<file path="config.mk">
export PLATFORM = sky130hd
export DESIGN_NAME = counter_mod
export DESIGN_NICKNAME = d
export VERILOG_FILES = /design/src/rtl/counter_pkg.sv /design/src/rtl/counter_mod_edge_rise.sv /design/src/rtl/counter_mod.sv
export SDC_FILE = /design/constraint.sdc
export NUM_CORES = 1
export LEC_CHECK = 0
export CORE_MARGIN = 3
export CORE_UTILIZATION = 45
export CTS_CLUSTER_DIAMETER = 80
export DETAILED_ROUTE_END_ITERATION = 10
export DONT_BUFFER_PORTS = 1
export SLEW_MARGIN = 0
export SYNTH_ARGS = -nofsm -noshare
export SYNTH_HDL_FRONTEND = slang
export SYNTH_HIERARCHICAL = 1
export SYNTH_SLANG_ARGS = --single-unit
</file>
<file path="constraint.sdc">
create_clock -name clock -period 1.5 [get_ports clock]
set_clock_uncertainty 0.1 [all_clocks]
set_input_delay 0.225 -clock clock [delete_from_list [all_inputs] [get_ports clock]]
set_output_delay 0.225 -clock clock [all_outputs]
set_load 0.1 [all_outputs]
</file>
<file path="src/rtl/counter_pkg.sv">
// Shared definitions for the modulo-N clock-chain counter: direction codes,
// default chain moduli and the binary-to-BCD split used by the optional BCD outputs.
package counter_pkg;

    localparam logic DIR_UP   = 1'b1;
    localparam logic DIR_DOWN = 1'b0;

    localparam int SEC_MOD  = 60;
    localparam int MIN_MOD  = 60;
    localparam int HOUR_MOD = 24;

    typedef struct packed {
        logic [3:0] tens;
        logic [3:0] units;
    } bcd_t;

    // Valid for 0..99 only; callers guarantee the range.
    function automatic bcd_t bcd_split(input logic [6:0] bin);
        bcd_t r;
        r.tens  = 4'(bin / 7'd10);
        r.units = 4'(bin % 7'd10);
        return r;
    endfunction

endpackage

</file>
<file path="src/rtl/counter_mod_edge_rise.sv">
// Rising-edge detector for the already-synchronised manual step input.
// Reset still samples the input so a level held through reset yields no edge.
module edge_rise (
    input  logic clock,
    input  logic reset,
    input  logic in,
    output logic rise
);

    logic prev;

    always_ff @(posedge clock) begin
        prev <= in;
    end

    assign rise = in & ~prev & ~reset;

endmodule

</file>
<file path="src/rtl/counter_mod.sv">
// Parametrised modulo-N up/down counter with cascade carry/borrow, manual step
// and clamped load. Optional BCD outputs when COUNTER_MOD_BCD_OUT_EN is defined.
module counter_mod
    import counter_pkg::*;
#(
    parameter int MODULUS = 60,
    parameter int WIDTH   = 6
) (
    input  logic             clock,
    input  logic             reset,
    input  logic             enable,
    input  logic             step,
    input  logic             up_down,
    input  logic             load,
    input  logic [WIDTH-1:0] data,
    output logic [WIDTH-1:0] count,
    output logic             carry,
    output logic             borrow,
    output logic             load_err
`ifdef COUNTER_MOD_BCD_OUT_EN
    ,
    output logic [3:0]       bcd_tens,
    output logic [3:0]       bcd_units
`endif
);

    localparam logic [WIDTH-1:0] MAX_CNT = WIDTH'(MODULUS - 1);
    localparam logic [WIDTH:0]   MOD_EXT = (WIDTH + 1)'(MODULUS);

    if (MODULUS < 2 || MODULUS > (1 << WIDTH)) begin : g_bad_modulus
        $error("counter_mod: MODULUS out of range for WIDTH");
    end

    logic             step_rise;
    logic             adv;
    logic             at_max;
    logic             at_zero;
    logic             data_bad;
    logic [WIDTH-1:0] load_val;
    logic [WIDTH-1:0] count_adv;
    logic [WIDTH-1:0] count_next;

    edge_rise u_step_edge (
        .clock (clock),
        .reset (reset),
        .in    (step),
        .rise  (step_rise)
    );

    assign adv     = (enable | step_rise) & ~load & ~reset;
    assign at_max  = (count == MAX_CNT);
    assign at_zero = (count == '0);

    assign carry  = adv & (up_down == DIR_UP) & at_max;
    assign borrow = adv & (up_down == DIR_DOWN) & at_zero;

    assign data_bad = ({1'b0, data} >= MOD_EXT);
    assign load_val = data_bad ? MAX_CNT : data;

    // ">=" on the up path lets a corrupted out-of-range count recover to 0.
    always_comb begin
        count_adv = count;
        if (up_down == DIR_UP) begin
            count_adv = (count >= MAX_CNT) ? '0 : count + 1'b1;
        end else begin
            count_adv = at_zero ? MAX_CNT : count - 1'b1;
        end
    end

    always_comb begin
        count_next = count;
        if (load) begin
            count_next = load_val;
        end else if (adv) begin
            count_next = count_adv;
        end
    end

    always_ff @(posedge clock) begin
        if (reset) begin
            count    <= '0;
            load_err <= 1'b0;
        end else begin
            count    <= count_next;
            load_err <= load & data_bad;
        end
    end

`ifdef COUNTER_MOD_BCD_OUT_EN
    if (MODULUS > 100) begin : g_bad_bcd
        $error("counter_mod: BCD outputs need MODULUS <= 100");
    end

    bcd_t bcd_next;

    assign bcd_next = bcd_split(7'(count_next));

    always_ff @(posedge clock) begin
        if (reset) begin
            bcd_tens  <= 4'd0;
            bcd_units <= 4'd0;
        end else begin
            bcd_tens  <= bcd_next.tens;
            bcd_units <= bcd_next.units;
        end
    end
`endif

endmodule
</file>
-- Word-level counts from Yosys, hierarchy flattened
Cells that the tools add are included.
W data, S select, Z words.
- $add $sub $neg: 2
- magnitude comparators: 2
- eq/ne operators: 1
- multiplexer cells: 6
- bitwise operators: 14
- reduce and logical (&&, ||, !) cells: 2
- operator list (operator ; number):
    $mux W6 ; 6
    $ge A6 B6 Y1 const B ; 2
    $and A1 B1 Y1 ; 9
    $add A6 B1 Y6 const B ; 1
    $eq A6 B6 Y1 const B ; 1
    $logic_not A6 Y1 ; 1
    $sub A6 B1 Y6 const B ; 1
    $not A1 Y1 ; 4
    $reduce_bool A2 Y1 ; 1
    $or A1 B1 Y1 ; 1
- register bits: 8
- input bits: 12
- output and inout port bits: 9
- logic and storage cells: 30

-- Logic depth before layout (Yosys ltp)
Gate-level depths: netlist of run 1.
- depth after elaboration: 8
- mapped depth: 6
- depth with buffers taken out: 6

-- By module
Netlist of run 1, hierarchy kept.
- modules (own cells, without submodules) (module ; instances ; cells an instance ; area an instance (um^2) ; sequential area each (um^2)):
    counter_mod ; 1 ; 92 ; 683.2 ; 140.1
    edge_rise ; 1 ; 2 ; 32.5 ; 20.0

-- Least setup slack after synthesis of run 1
OpenSTA, ideal clock, no wires.
- kind: register to output
- start: register count[0]
- end: output carry
- data arrival time: 4403 ps
- data required time: 1175 ps
- slack: -3228 ps
- cell stages (with the launch flop): 4
- path buffers: 0
- cells stage by stage: dfxtp_1 ha_1 inv_1 nor4_1
- longest elaborated chain between the ends: 2
- ends and longest elaborated chain (item ; line ; RTL):
    start: declaration ; counter_mod.sv:16 ; output logic [WIDTH-1:0] count,
    start signal: assignment ; counter_mod.sv:84 ; count <= count_next;
    $eq A6 B6 Y1 ; counter_mod.sv:51 ; assign at_max = (count == MAX_CNT);
    $and A1 B1 Y1 ; counter_mod.sv:54 ; assign carry = adv & (up_down == DIR_UP) & at_max;
    end: declaration ; counter_mod.sv:17 ; output logic carry,
Every way passes these cells.

-- Final worst setup path of run 1
- start: register u_step_edge.prev
- end: output carry
- longest elaborated chain between the ends: 8
- ends and longest elaborated chain (item ; line ; RTL):
    start: declaration ; counter_mod_edge_rise.sv:10 ; logic prev;
    start signal: assignment ; counter_mod_edge_rise.sv:13 ; prev <= in;
    $not A1 Y1 ; counter_mod_edge_rise.sv:16 ; assign rise = in & ~prev & ~reset;
    $and A1 B1 Y1 (2 in series) ; counter_mod_edge_rise.sv:16 ;
    via step_rise ; counter_mod.sv:34 ; logic step_rise;
    $or A1 B1 Y1 ; counter_mod.sv:50 ; assign adv = (enable | step_rise) & ~load & ~reset;
    $and A1 B1 Y1 (2 in series) ; counter_mod.sv:50 ;
    $and A1 B1 Y1 (2 in series) ; counter_mod.sv:54 ;
The timed path passes the listed nets, and every way through them passes these cells.

==> impl_table.tex, run 1 <==
\begin{tabular}{lr}
\hline
Metric & Value \\
\hline
\multicolumn{2}{l}{\textbf{CTS}} \\
Cts hold-fix bufs & 2 \\
Maximum level of the CTS H-tree & 1 \\
Master cell of the clock root buffer & sky130\_fd\_sc\_hd\_\_clkbuf\_4 \\
Maximum buffer depth of the clock tree & 2 \\
Clock tree sinks & 8 \\
Cts bufs inserted & 3 \\
Source-to-sink clock delay at the later pin of the worst-skew pair & 0.29 ns \\
TritonCTS clock tree & done \\
Clock slew at reported path FFs & $\sim$0.080 ns \\
\multicolumn{2}{l}{\textbf{STA}} \\
Hold Slack & -0.105 ns \\
Final worst-path cycle share & 132\% \\
Tightest Pin Transition & about 0.44 ns \\
RSZ-0062 raised after global routing & true \\
Count of final setup violators & 8 \\
Final Hold Viols & 5 \\
Crit path time final & just under 2 ns \\
Post-route setup TNS & -1.66 ns \\
Max Transition Viols Final & 0 \\
Max\_slew headroom & 70.2\% \\
Setup slack of the critical path after layout & -0.478 ns \\
Maximum frequency from static timing analysis & around 510 MHz \\
\multicolumn{2}{l}{\textbf{Route}} \\
Routed wire length & just under 4000 um \\
Number of nets with antenna violations after detailed routing & 0 \\
Count of vias placed by the detailed router & 1115 \\
Routed wire length on met2 & 1770 um \\
Metal-1 WL & $\sim$1300 um \\
Detailed-route vias per instance & 7.38 \\
Post-DR wirelength/cell & 25.5 um \\
Starting DRC count in detailed routing & 94 \\
Top Layer Used & met4 \\
Post-route DRC & 0 \\
Pre-Repair DR Iteration Count & 6 \\
Wire length on met3 & about 450 um \\
\multicolumn{2}{l}{\textbf{Power and ir drop}} \\
Worst voltage drop across the vdd grid & approximately 1000 uV \\
Post-layout total power & 1030 uW \\
Power density normalized to cell area & around 760 mW/mm\^{}2 \\
Static leakage power & between 0.0005 and 0.0006 uW \\
\multicolumn{2}{l}{\textbf{Die}} \\
Row Count & 13 \\
Die W & 45.9 um \\
Floorplan die area & around 0.0021 mm\^{}2 \\
Die height & around 46 um \\
Placeable core region & around 0.0014 mm\^{}2 \\
\# IOs & 21 \\
Initial standard-cell utilization of the core & a little over 50\% \\
\multicolumn{2}{l}{\textbf{Setup path}} \\
Crit start category & flop \\
Peak fanout along the critical path & 3 \\
Req. time, crit path & between 1 and 1.5 ns \\
Endpoint kind of the worst setup timing path & output port \\
CP arrival & between 1.5 and 2 ns \\
Kind of critical path & reg2out \\
\multicolumn{2}{l}{\textbf{GRT}} \\
Initial antenna violation count & 0 \\
All-Layer GR Usage & 28.0\% \\
Number of global-route vias before repair & between 800 and 900 \\
Global-route wire length before repair & between 4000 and 5000 um \\
Overflow left after global routing & 0 \\
Pin count of the biggest net entering global routing & 16 \\
\multicolumn{2}{l}{\textbf{Synth}} \\
Most common flop cell mapped by yosys & sky130\_fd\_sc\_hd\_\_dfxtp\_1 \\
Synthesized area & roughly 720 um\^{}2 \\
Synthesized net count & approximately 110 \\
Synth Instances & 94 \\
Number of library cell types mapped by synthesis & 37 \\
Count of flip-flops with a built-in enable after synthesis & 0 \\
Average footprint of a synthesized cell & between 7 and 8 um\^{}2 \\
Warning count from the yosys run & 6 \\
Seq cells post-synth & 8 \\
Post-synth ARST share & 0\% \\
Register area share after synthesis & 22.4\% \\
\multicolumn{2}{l}{\textbf{Run status}} \\
Violations in the final reports & hold timing, setup timing \\
Outcome & finished with violations \\
\multicolumn{2}{l}{\textbf{Placed design}} \\
Placer Congestion & just under 0.9 \\
Count of input and output buffers & 0 \\
Detail Placement HPWL & $\sim$1700 um \\
\multicolumn{2}{l}{\textbf{Finish}} \\
Number of antenna diodes & 0 \\
Fillers & 28 \\
Fraction of final layout cells sized beyond drive strength 1 & between 60 and 70\% \\
Fraction of the core area covered by cells at the end of the flow & between 90\% and 100\% \\
Top library cells by usage in the layout, fill and taps aside & 31 x sky130\_fd\_sc\_hd\_\_buf\_4, 9 x sky130\_fd\_sc\_hd\_\_buf\_6, 6 x sky130\_fd\_sc\_hd\_\_nor2\_1, 6 x sky130\_fd\_sc\_hd\_\_dfxtp\_4 \\
Area overhead of the layout relative to synthesis & 88.5\% \\
Post-layout nets & between 150 and 200 \\
Most common cell after layout, fill and taps aside & sky130\_fd\_sc\_hd\_\_buf\_4 \\
\multicolumn{2}{l}{\textbf{Job}} \\
Max-cap violations & 0 \\
\multicolumn{2}{l}{\textbf{Hold path}} \\
Path category of the worst min-delay check & in2reg \\
\hline
\end{tabular}
==> report_power, final <==
part / total, uW / switching (uW) / internal [uW]
clock network: 210 / 107 / 103
registers: 262 / 31.5 / 230
logic: 555 / 326 / 229
==> registers in the layout, indices dropped and copies added (netlist names) <==
register	count
count	6
load_err	1
u_step_edge/prev	1
==> stage by stage <==
step,instance area [um^2],std cells,setup WS (ns)
final,1350,151,-0.478
after floorplan,826,94,-0.790
after global routing,1350,151,-0.534
after CTS,1150,143,-0.424
after global placement,1060,135,-0.123
after detailed placement,1060,135,-0.136
==> critical path, cell delays in order, from the launching register on <==
cell                      delay [ns]
sky130_fd_sc_hd__dfxtp_1        0.31
sky130_fd_sc_hd__nor3b_2        0.21
sky130_fd_sc_hd__nor2_1         0.09
sky130_fd_sc_hd__or2_4          0.28
sky130_fd_sc_hd__nor4_4         0.28
sky130_fd_sc_hd__buf_12         0.22
==> final timing paths <==
path               to  slack (ns)  depth (start not counted)              from
max             carry       -0.48                          5  u_step_edge/prev
min          count[4]       -0.10                          1             reset
max reg2reg  count[0]       -0.30                          5          count[4]
min reg2reg  count[0]        0.56                          3          count[0]
==> cell families (layout without fill, tap and decap cells) <==
kind of cell / Yosys count / count (layout) / synth area share [%]
simple gates: 36 / 36 / 30.2
compound gates: 34 / 34 / 33.7
buf+inv: 12 / 54 / 7.17
flops: 8 / 8 / 22.4
fa+ha+maj: 3 / 3 / 5.25
xor+xnor: 1 / 1 / 1.22
==> layer usage <==
layer / GRT usage, % / vias to the layer above
li1: - / 448
met1: 33.6 / 500
met2: 44.0 / 120
met3: 8.70 / 47
met4: 14.8 / 0
met5: 0 / -
==> cell type report <==
cell class	count	area [um^2]	area share, %
Multi-Input combinational cell	74	699	51.9
Timing Repair Buffer	44	394	29.2
Sequential cell	8	183	13.5
Inverter	6	27.5	2.04
Clock buffer	4	26.3	1.95
Tap cell	15	18.8	1.39
==> timing repair <==
item	4_1_cts	5_1_grt
setup endpoints to repair	7	8
endpoints found under the hold margin	7	5
setup buffers	2	12
pin swaps	5	14
gates resized for setup	7	28
==> synthesized netlist by cell type, types with 2 or more instances <==
cell | number | area (um^2)
sky130_fd_sc_hd__a21oi_1 | 4 | 20.0
sky130_fd_sc_hd__a31oi_1 | 4 | 25.0
sky130_fd_sc_hd__and3_1 | 2 | 12.5
sky130_fd_sc_hd__buf_2 | 5 | 25.0
sky130_fd_sc_hd__dfxtp_1 | 8 | 160
sky130_fd_sc_hd__ha_1 | 3 | 37.5
sky130_fd_sc_hd__inv_1 | 6 | 22.5
sky130_fd_sc_hd__nand2_1 | 5 | 18.8
sky130_fd_sc_hd__nand3_1 | 3 | 15.0
sky130_fd_sc_hd__nand4_1 | 3 | 18.8
sky130_fd_sc_hd__nor2_1 | 8 | 30.0
sky130_fd_sc_hd__nor2b_1 | 2 | 12.5
sky130_fd_sc_hd__nor3_1 | 2 | 10.0
sky130_fd_sc_hd__nor4_1 | 3 | 18.8
sky130_fd_sc_hd__o211ai_1 | 2 | 15.0
sky130_fd_sc_hd__o21a_1 | 4 | 30.0
sky130_fd_sc_hd__o21ai_0 | 6 | 30.0
sky130_fd_sc_hd__o22ai_1 | 3 | 18.8
sky130_fd_sc_hd__o2bb2ai_1 | 2 | 17.5
sky130_fd_sc_hd__or2_1 | 2 | 12.5
(Power assumes the default switching activity.)
==> run 2: changes to the inputs <==
--- a/config.mk
+++ b/config.mk
@@ -10,6 +10,8 @@
 export CTS_CLUSTER_DIAMETER = 80
 export DETAILED_ROUTE_END_ITERATION = 10
 export DONT_BUFFER_PORTS = 1
+export HOLD_SLACK_MARGIN = 0.03
+export REMOVE_ABC_BUFFERS = 1
 export SLEW_MARGIN = 0
 export SYNTH_ARGS = -nofsm -noshare
 export SYNTH_HDL_FRONTEND = slang
==> run 2 against run 1 <==
  * The flow still finishes with violations (hold timing, setup timing)
  * Hold slack improved by 0.040 ns
  * Register-to-register slack better by 0.11 ns
  * Fmax grew 3.3%
  * Core utilization decreased by 4.2 points
  * Cell area shrank 4.4%
  * Wire length down 14%
  * Critical endpoint unchanged
  * Highest routed layer unchanged
==> impl_table.tex, run 2 (same netlist as run 1, synthesis figures left out) <==
\begin{tabular}{lr}
\hline
Metric & Value \\
\hline
\multicolumn{2}{l}{\textbf{GRT}} \\
Pin count of the biggest net entering global routing & 16 \\
All-Layer GR Usage & around a quarter \\
Initial antenna violation count & 0 \\
Overflow left after global routing & 0 \\
Global-route wire length before repair & just under 4000 um \\
Number of global-route vias before repair & 851 \\
\multicolumn{2}{l}{\textbf{Route}} \\
Starting DRC count in detailed routing & 60 \\
Post-route DRC & 0 \\
Detailed-route vias per instance & about 7.2 \\
Routed wire length & around 3300 um \\
Number of nets with antenna violations after detailed routing & 0 \\
Post-DR wirelength/cell & 22.7 um \\
Pre-Repair DR Iteration Count & 5 \\
Count of vias placed by the detailed router & roughly 1100 \\
\multicolumn{2}{l}{\textbf{Placed design}} \\
Count of input and output buffers & 0 \\
Detail Placement HPWL & between 1500 and 2000 um \\
Placer Congestion & 0.824 \\
\multicolumn{2}{l}{\textbf{STA}} \\
Count of final setup violators & 8 \\
RSZ-0062 raised after global routing & true \\
Crit path time final & around 1.9 ns \\
Final Hold Viols & 5 \\
Hold Slack & -0.0645 ns \\
Max\_slew headroom & 76.0\% \\
Maximum frequency from static timing analysis & 522 MHz \\
Final worst-path cycle share & 128\% \\
Max Transition Viols Final & 0 \\
Setup slack of the critical path after layout & -0.415 ns \\
Post-route setup TNS & -1.57 ns \\
Tightest Pin Transition & 0.357 ns \\
\multicolumn{2}{l}{\textbf{Finish}} \\
Fraction of the core area covered by cells at the end of the flow & 92.2\% \\
Area overhead of the layout relative to synthesis & 80.2\% \\
Most common cell after layout, fill and taps aside & sky130\_fd\_sc\_hd\_\_buf\_4 \\
Fraction of final layout cells sized beyond drive strength 1 & 55.3\% \\
Largest registers & count: 6 flops, load\_err: 1 flops, u\_step\_edge/prev: 1 flops \\
Number of antenna diodes & 0 \\
Post-layout nets & $\sim$150 \\
Top library cells by usage in the layout, fill and taps aside & 30 x sky130\_fd\_sc\_hd\_\_buf\_4, 7 x sky130\_fd\_sc\_hd\_\_nor2\_1, 5 x sky130\_fd\_sc\_hd\_\_dfxtp\_4, 5 x sky130\_fd\_sc\_hd\_\_buf\_6 \\
Number of flip-flops in the largest register & 6 \\
Fillers & just over 50 \\
Register ranked first by flip-flop count & count \\
\multicolumn{2}{l}{\textbf{Job}} \\
Max-cap violations & 0 \\
\multicolumn{2}{l}{\textbf{Die}} \\
Die W & 45.9 um \\
Placeable core region & 0.00140 mm\^{}2 \\
\# IOs & 21 \\
Row Count & 13 \\
Initial standard-cell utilization of the core & between 50\% and 60\% \\
Floorplan die area & between 0.002 and 0.0025 mm\^{}2 \\
Die height & between 40 and 50 um \\
\multicolumn{2}{l}{\textbf{Power and ir drop}} \\
Fraction of power spent switching nets & about 43\% \\
Sw power & about 400 uW \\
Proportion of power drawn by the clock network & between 10\% and 20\% \\
Worst voltage drop across the vdd grid & approximately 540 uV \\
Fraction of power consumed by combinational cells & between 50\% and 60\% \\
Power density normalized to cell area & 727 mW/mm\^{}2 \\
Design internal power & approximately 540 uW \\
Static leakage power & between 0.0004 and 0.0005 uW \\
Fraction of power consumed by sequential logic & 29.2\% \\
\multicolumn{2}{l}{\textbf{CTS}} \\
Master cell of the clock root buffer & sky130\_fd\_sc\_hd\_\_clkbuf\_4 \\
Clock tree sinks & 8 \\
TritonCTS clock tree & done \\
Maximum level of the CTS H-tree & 1 \\
Maximum buffer depth of the clock tree & 2 \\
Cts hold-fix bufs & 2 \\
Source-to-sink clock delay at the later pin of the worst-skew pair & 0.26 ns \\
Cts bufs inserted & 3 \\
Clock slew at reported path FFs & approximately 0.05 ns \\
\multicolumn{2}{l}{\textbf{Setup path}} \\
Launch point of the worst reg-to-reg path & u\_step\_edge/prev \\
Crit start category & flop \\
Critical path origin & u\_step\_edge/prev \\
Peak fanout along the critical path & 2 \\
CP arrival & between 1.5 and 2 ns \\
Endpoint kind of the worst setup timing path & output port \\
Kind of critical path & reg2out \\
Number of cells on the worst reg-to-reg path & 8 \\
Req. time, crit path & 1.17 ns \\
\multicolumn{2}{l}{\textbf{Run status}} \\
Violations in the final reports & hold timing, setup timing \\
Outcome & finished with violations \\
\multicolumn{2}{l}{\textbf{Hold path}} \\
Hold Startpoint & reset \\
Path category of the worst min-delay check & in2reg \\
Worst hold path cell count & 1 \\
\hline
\end{tabular}
[run 2: changes by cell type in the layout (fill, tap and decap cells not counted), moves of 2 or more]
| cell | previous run | this run |
|---|---|---|
| sky130_fd_sc_hd__a21oi_1 | 2 | 4 |
| sky130_fd_sc_hd__a21oi_2 | 2 | 0 |
| sky130_fd_sc_hd__buf_6 | 9 | 5 |
| sky130_fd_sc_hd__nand3_1 | 1 | 3 |
| sky130_fd_sc_hd__nand3_2 | 2 | 0 |
| sky130_fd_sc_hd__nor2_2 | 2 | 0 |
[run 2: worst max-delay path, cell delays in order, from the launching register on]
cell	delay [ns]
sky130_fd_sc_hd__dfxtp_1	0.30
sky130_fd_sc_hd__nor3b_2	0.23
sky130_fd_sc_hd__nor2_1	0.10
sky130_fd_sc_hd__or2_4	0.26
sky130_fd_sc_hd__nor4_4	0.18
sky130_fd_sc_hd__clkbuf_16	0.25
[run 2: area by class of cell]
| class | instances | area, um^2 | share of cell area [%] |
|---|---|---|---|
| Sequential cell | 8 | 180 | 14.0 |
| Tap cell | 15 | 18.8 | 1.45 |
| Clock buffer | 3 | 22.5 | 1.75 |
| Multi-Input combinational cell | 74 | 654 | 50.7 |
| Timing Repair Buffer | 41 | 387 | 30.0 |
| Inverter | 6 | 27.5 | 2.13 |
[run 2: per-stage QoR]
step / instance area [um^2] / setup WS [ns] / std cells / hold WS (ns) / total power (uW)
finish: 1290 / -0.415 / 147 / -0.0645 / 938
global placement: 970 / -0.192 / 133 / 0.153 / 624
global route: 1290 / -0.467 / 147 / -0.0736 / 972
detailed placement: 970 / -0.206 / 133 / 0.153 / 631
CTS: 1210 / -0.301 / 144 / -0.0695 / 880
floorplan: 687 / -3.23 / 88 / 0.153 / 502
[run 2: power groups by stage]
| stage | Clock [uW] | Combinational [uW] | Sequential (uW) |
|---|---|---|---|
| floorplan | 0 | 123 | 379 |
| global placement | 0 | 362 | 262 |
| global route | 175 | 523 | 274 |
| CTS | 165 | 446 | 269 |
| finish | 161 | 503 | 274 |
| detailed placement | 0 | 368 | 263 |
[run 2: metal layers]
| layer | vias to the layer above | track usage [%] | share of wire, % | wire, um |
|---|---|---|---|---|
| li1 | 438 | - | - | - |
| met1 | 494 | 33.6 | 36 | 1190 |
| met2 | 98 | 39.3 | 48 | 1610 |
| met3 | 30 | 9.49 | 11 | 350 |
| met4 | 0 | 9.09 | 5.4 | 180 |
| met5 | - | 0 | 0 | 0 |
[run 2: path summary, 6_finish.rpt]
path,to,slack [ns]
max,carry,-0.41
min,count[0],-0.06
max reg2reg,count[0],-0.19
min reg2reg,count[0],0.54
[run 2: timing repair]
item / in CTS / in global routing
setup endpoints to repair: 12 / 9
gates resized for setup: 39 / 15
setup buffers: 6 / 5
hold endpoints to repair: 8 / 5
pin swaps: 14 / 12
==> run 3: changes to the inputs <==
==> constraint.sdc (replaced) <==
create_clock -name clock -period 2 [get_ports clock]
set_clock_uncertainty 0.1 [all_clocks]
set_input_delay 0.3 -clock clock [delete_from_list [all_inputs] [get_ports clock]]
set_output_delay 0.3 -clock clock [all_outputs]
set_load 0.02 [all_outputs]
==> run 3 against run 2 <==
  * Highest routed layer unchanged
  * The flow now finishes without violations
  * Register-to-register slack better by 0.41 ns
  * Core utilization down 28 points
  * Clock power down 24%
==> impl_table.tex, run 3 (same netlist as run 1, synthesis figures left out) <==
\begin{tabular}{lr}
\hline
Metric & Value \\
\hline
\multicolumn{2}{l}{\textbf{Run status}} \\
Outcome & complete, no violations \\
\multicolumn{2}{l}{\textbf{GRT}} \\
Overflow left after global routing & 0 \\
Number of global-route vias before repair & between 700 and 800 \\
Pin count of the biggest net entering global routing & 16 \\
Initial antenna violation count & 0 \\
All-Layer GR Usage & between 20 and 25\% \\
Global-route wire length before repair & just over 3000 um \\
\multicolumn{2}{l}{\textbf{Finish}} \\
Most common cell after layout, fill and taps aside & sky130\_fd\_sc\_hd\_\_buf\_4 \\
Fillers & 124 \\
Post-layout nets & around 130 \\
Final Non-Filler Cells & $\sim$120 \\
Total area of sequential cells & 160 um\^{}2 \\
Register ranked first by flip-flop count & count \\
Fraction of final layout cells sized beyond drive strength 1 & 24.8\% \\
Largest registers & count: 6 flops, load\_err: 1 flops, u\_step\_edge/prev: 1 flops \\
Number of flip-flops in the largest register & 6 \\
Area overhead of the layout relative to synthesis & 24.8\% \\
Top library cells by usage in the layout, fill and taps aside & 15 x sky130\_fd\_sc\_hd\_\_buf\_4, 8 x sky130\_fd\_sc\_hd\_\_dfxtp\_1, 7 x sky130\_fd\_sc\_hd\_\_nor2\_1 \\
Area of the multi-input gates & roughly 530 um\^{}2 \\
Number of antenna diodes & 0 \\
\multicolumn{2}{l}{\textbf{Placed design}} \\
Placed cell count & 115 \\
Count of input and output buffers & 0 \\
Worst slack at placement & roughly 0.17 ns \\
Placer Congestion & approximately 0.85 \\
Detail Placement HPWL & 1460 um \\
\multicolumn{2}{l}{\textbf{Setup path}} \\
Number of cells on the worst reg-to-reg path & 5 \\
CP arrival & between 1.5 and 2 ns \\
Sequence of cells on the critical path & nor3b\_2, nor2\_2, or2\_4, nor4\_4, buf\_4 \\
Req. time, crit path & about 1.6 ns \\
Slowest library cell on the worst path & sky130\_fd\_sc\_hd\_\_dfxtp\_1 \\
Crit start category & flop \\
CP top delay family & simple AND/OR/NAND/NOR gates \\
Crit Reg-Reg Endpoint & count[0] \\
Kind of critical path & reg2out \\
Endpoint kind of the worst setup timing path & output port \\
Reg-to-reg setup timing slack & approximately 0.22 ns \\
Delay of the slowest cell on the worst path & a little over 0.3 ns \\
Peak fanout along the critical path & 5 \\
Number of buffers and inverters on the critical path & 1 \\
Launch point of the worst reg-to-reg path & count[0] \\
\multicolumn{2}{l}{\textbf{Die}} \\
\# IOs & 21 \\
Die height & 45.9 um \\
Placeable core region & around 0.0014 mm\^{}2 \\
Initial standard-cell utilization of the core & between 50\% and 60\% \\
Die W & $\sim$46 um \\
Row Count & 13 \\
Floorplan die area & roughly 0.0021 mm\^{}2 \\
\multicolumn{2}{l}{\textbf{STA}} \\
Maximum frequency from static timing analysis & between 500 and 600 MHz \\
Count of final setup violators & 0 \\
Post-route setup TNS & 0 ns \\
Tightest Pin Transition & 0.379 ns \\
Max\_slew headroom & between 70\% and 80\% \\
Crit path time final & 1.92 ns \\
Final Hold Viols & 0 \\
Hold Slack & 0.0658 ns \\
Setup slack of the critical path after layout & between 0.07 and 0.08 ns \\
Max Transition Viols Final & 0 \\
Final worst-path cycle share & a little under 100\% \\
\multicolumn{2}{l}{\textbf{Hold path}} \\
Worst hold path cell count & 1 \\
Path category of the worst min-delay check & in2reg \\
Worst min-delay path endpoint & count[1] \\
Hold Startpoint & reset \\
\multicolumn{2}{l}{\textbf{CTS}} \\
Clock slew at reported path FFs & 0.05 ns \\
Source-to-sink clock delay at the later pin of the worst-skew pair & around 0.26 ns \\
Master cell of the clock root buffer & sky130\_fd\_sc\_hd\_\_clkbuf\_4 \\
TritonCTS clock tree & done \\
Maximum buffer depth of the clock tree & 2 \\
Cts bufs inserted & 3 \\
Maximum level of the CTS H-tree & 1 \\
Clock tree sinks & 8 \\
\multicolumn{2}{l}{\textbf{Route}} \\
Starting DRC count in detailed routing & 22 \\
Routed wire length & roughly 2000 um \\
Pre-Repair DR Iteration Count & 4 \\
Detailed-route vias per instance & roughly 6.5 \\
Count of vias placed by the detailed router & approximately 800 \\
Number of nets with antenna violations after detailed routing & 0 \\
Post-route DRC & 0 \\
Post-DR wirelength/cell & around 16 um \\
\multicolumn{2}{l}{\textbf{Power and ir drop}} \\
Design internal power & 324 uW \\
Fraction of power consumed by sequential logic & roughly 39\% \\
Static leakage power & about 0.00034 uW \\
Worst voltage drop across the vdd grid & between 300 and 400 uV \\
Fraction of power consumed by combinational cells & a little over a third \\
Power density normalized to cell area & 557 mW/mm\^{}2 \\
Proportion of power drawn by the clock network & 24.7\% \\
Fraction of power spent switching nets & roughly a third \\
Sw power & about 170 uW \\
\multicolumn{2}{l}{\textbf{Job}} \\
Max-cap violations & 0 \\
\hline
\end{tabular}
==> run 3: changes by cell type in the layout (fill, tap and decap cells not counted), sizes merged <==
cell and change:
buf -23, clkbuf -1, dlygate4sd3 +1
==> run 3: routing by layer <==
layer	global-route usage, %	share of wire, %	up-vias
met5	0	0	-
met4	8.52	2.7	0
met3	8.70	8.8	6
met2	28.0	44	36
met1	28.2	44	364
li1	-	-	395
==> run 3: timing repair <==
item,in CTS,in global routing
hold endpoints to repair,5,1
pin swaps,1,3
cloned,0,0
buffers inserted,1,2
setup endpoints to repair,1,2
hold buffers,2,1
resized for setup,0,5
==> run 3: cell type report <==
type / instances / area share [%]
Tap cell: 15 / 2.10
Multi-Input combinational cell: 74 / 59.0
Clock buffer: 3 / 2.52
Timing Repair Buffer: 18 / 16.0
Sequential cell: 8 / 17.9
Inverter: 6 / 2.52
==> run 3: worst reg2reg max path, delay by kind of cell, from the launching register on <==
| family | cells | cell delay, ns |
|---|---|---|
| adder cells (fa/ha/maj) | 1 | 0.22 |
| AND/OR/NAND/NOR | 1 | 0.10 |
| AO/OA/AOI/OAI | 3 | 0.90 |
| flip-flops | 1 | 0.34 |
==> run 3: stage by stage <==
stage | util (%) | power, uW | cell area, um^2
2_1_floorplan | - | 306 | 687
3_3_place_gp | 56.9 | 361 | 796
3_5_place_dp | 56.9 | 360 | 796
4_1_cts | 60.5 | 491 | 846
5_1_grt | 63.9 | 532 | 893
6_report | 63.9 | 497 | 893
==> run 3: worst max-delay path by stage <==
| stage | slack [ns] | from | depth (start not counted) | to |
|---|---|---|---|---|
| global route | -0.005 | u_step_edge/prev | 5 | carry |
| floorplan | -0.01 | count[0] | 3 | carry |
| finish | 0.08 | u_step_edge/prev | 5 | carry |
| detailed placement | 0.17 | u_step_edge/prev | 5 | carry |
| global placement | 0.22 | u_step_edge/prev | 5 | carry |
| CTS | 0.003 | u_step_edge/prev | 5 | carry |
==> run 3: power by group through the flow <==
stage               combinational [uW]  clock [uW]  sequential [uW]
floorplan                         89.7           0              216
global placement                   162           0              199
detailed placement                 162           0              198
CTS                                169         128              194
global route                       197         138              197
finish                             179         123              195
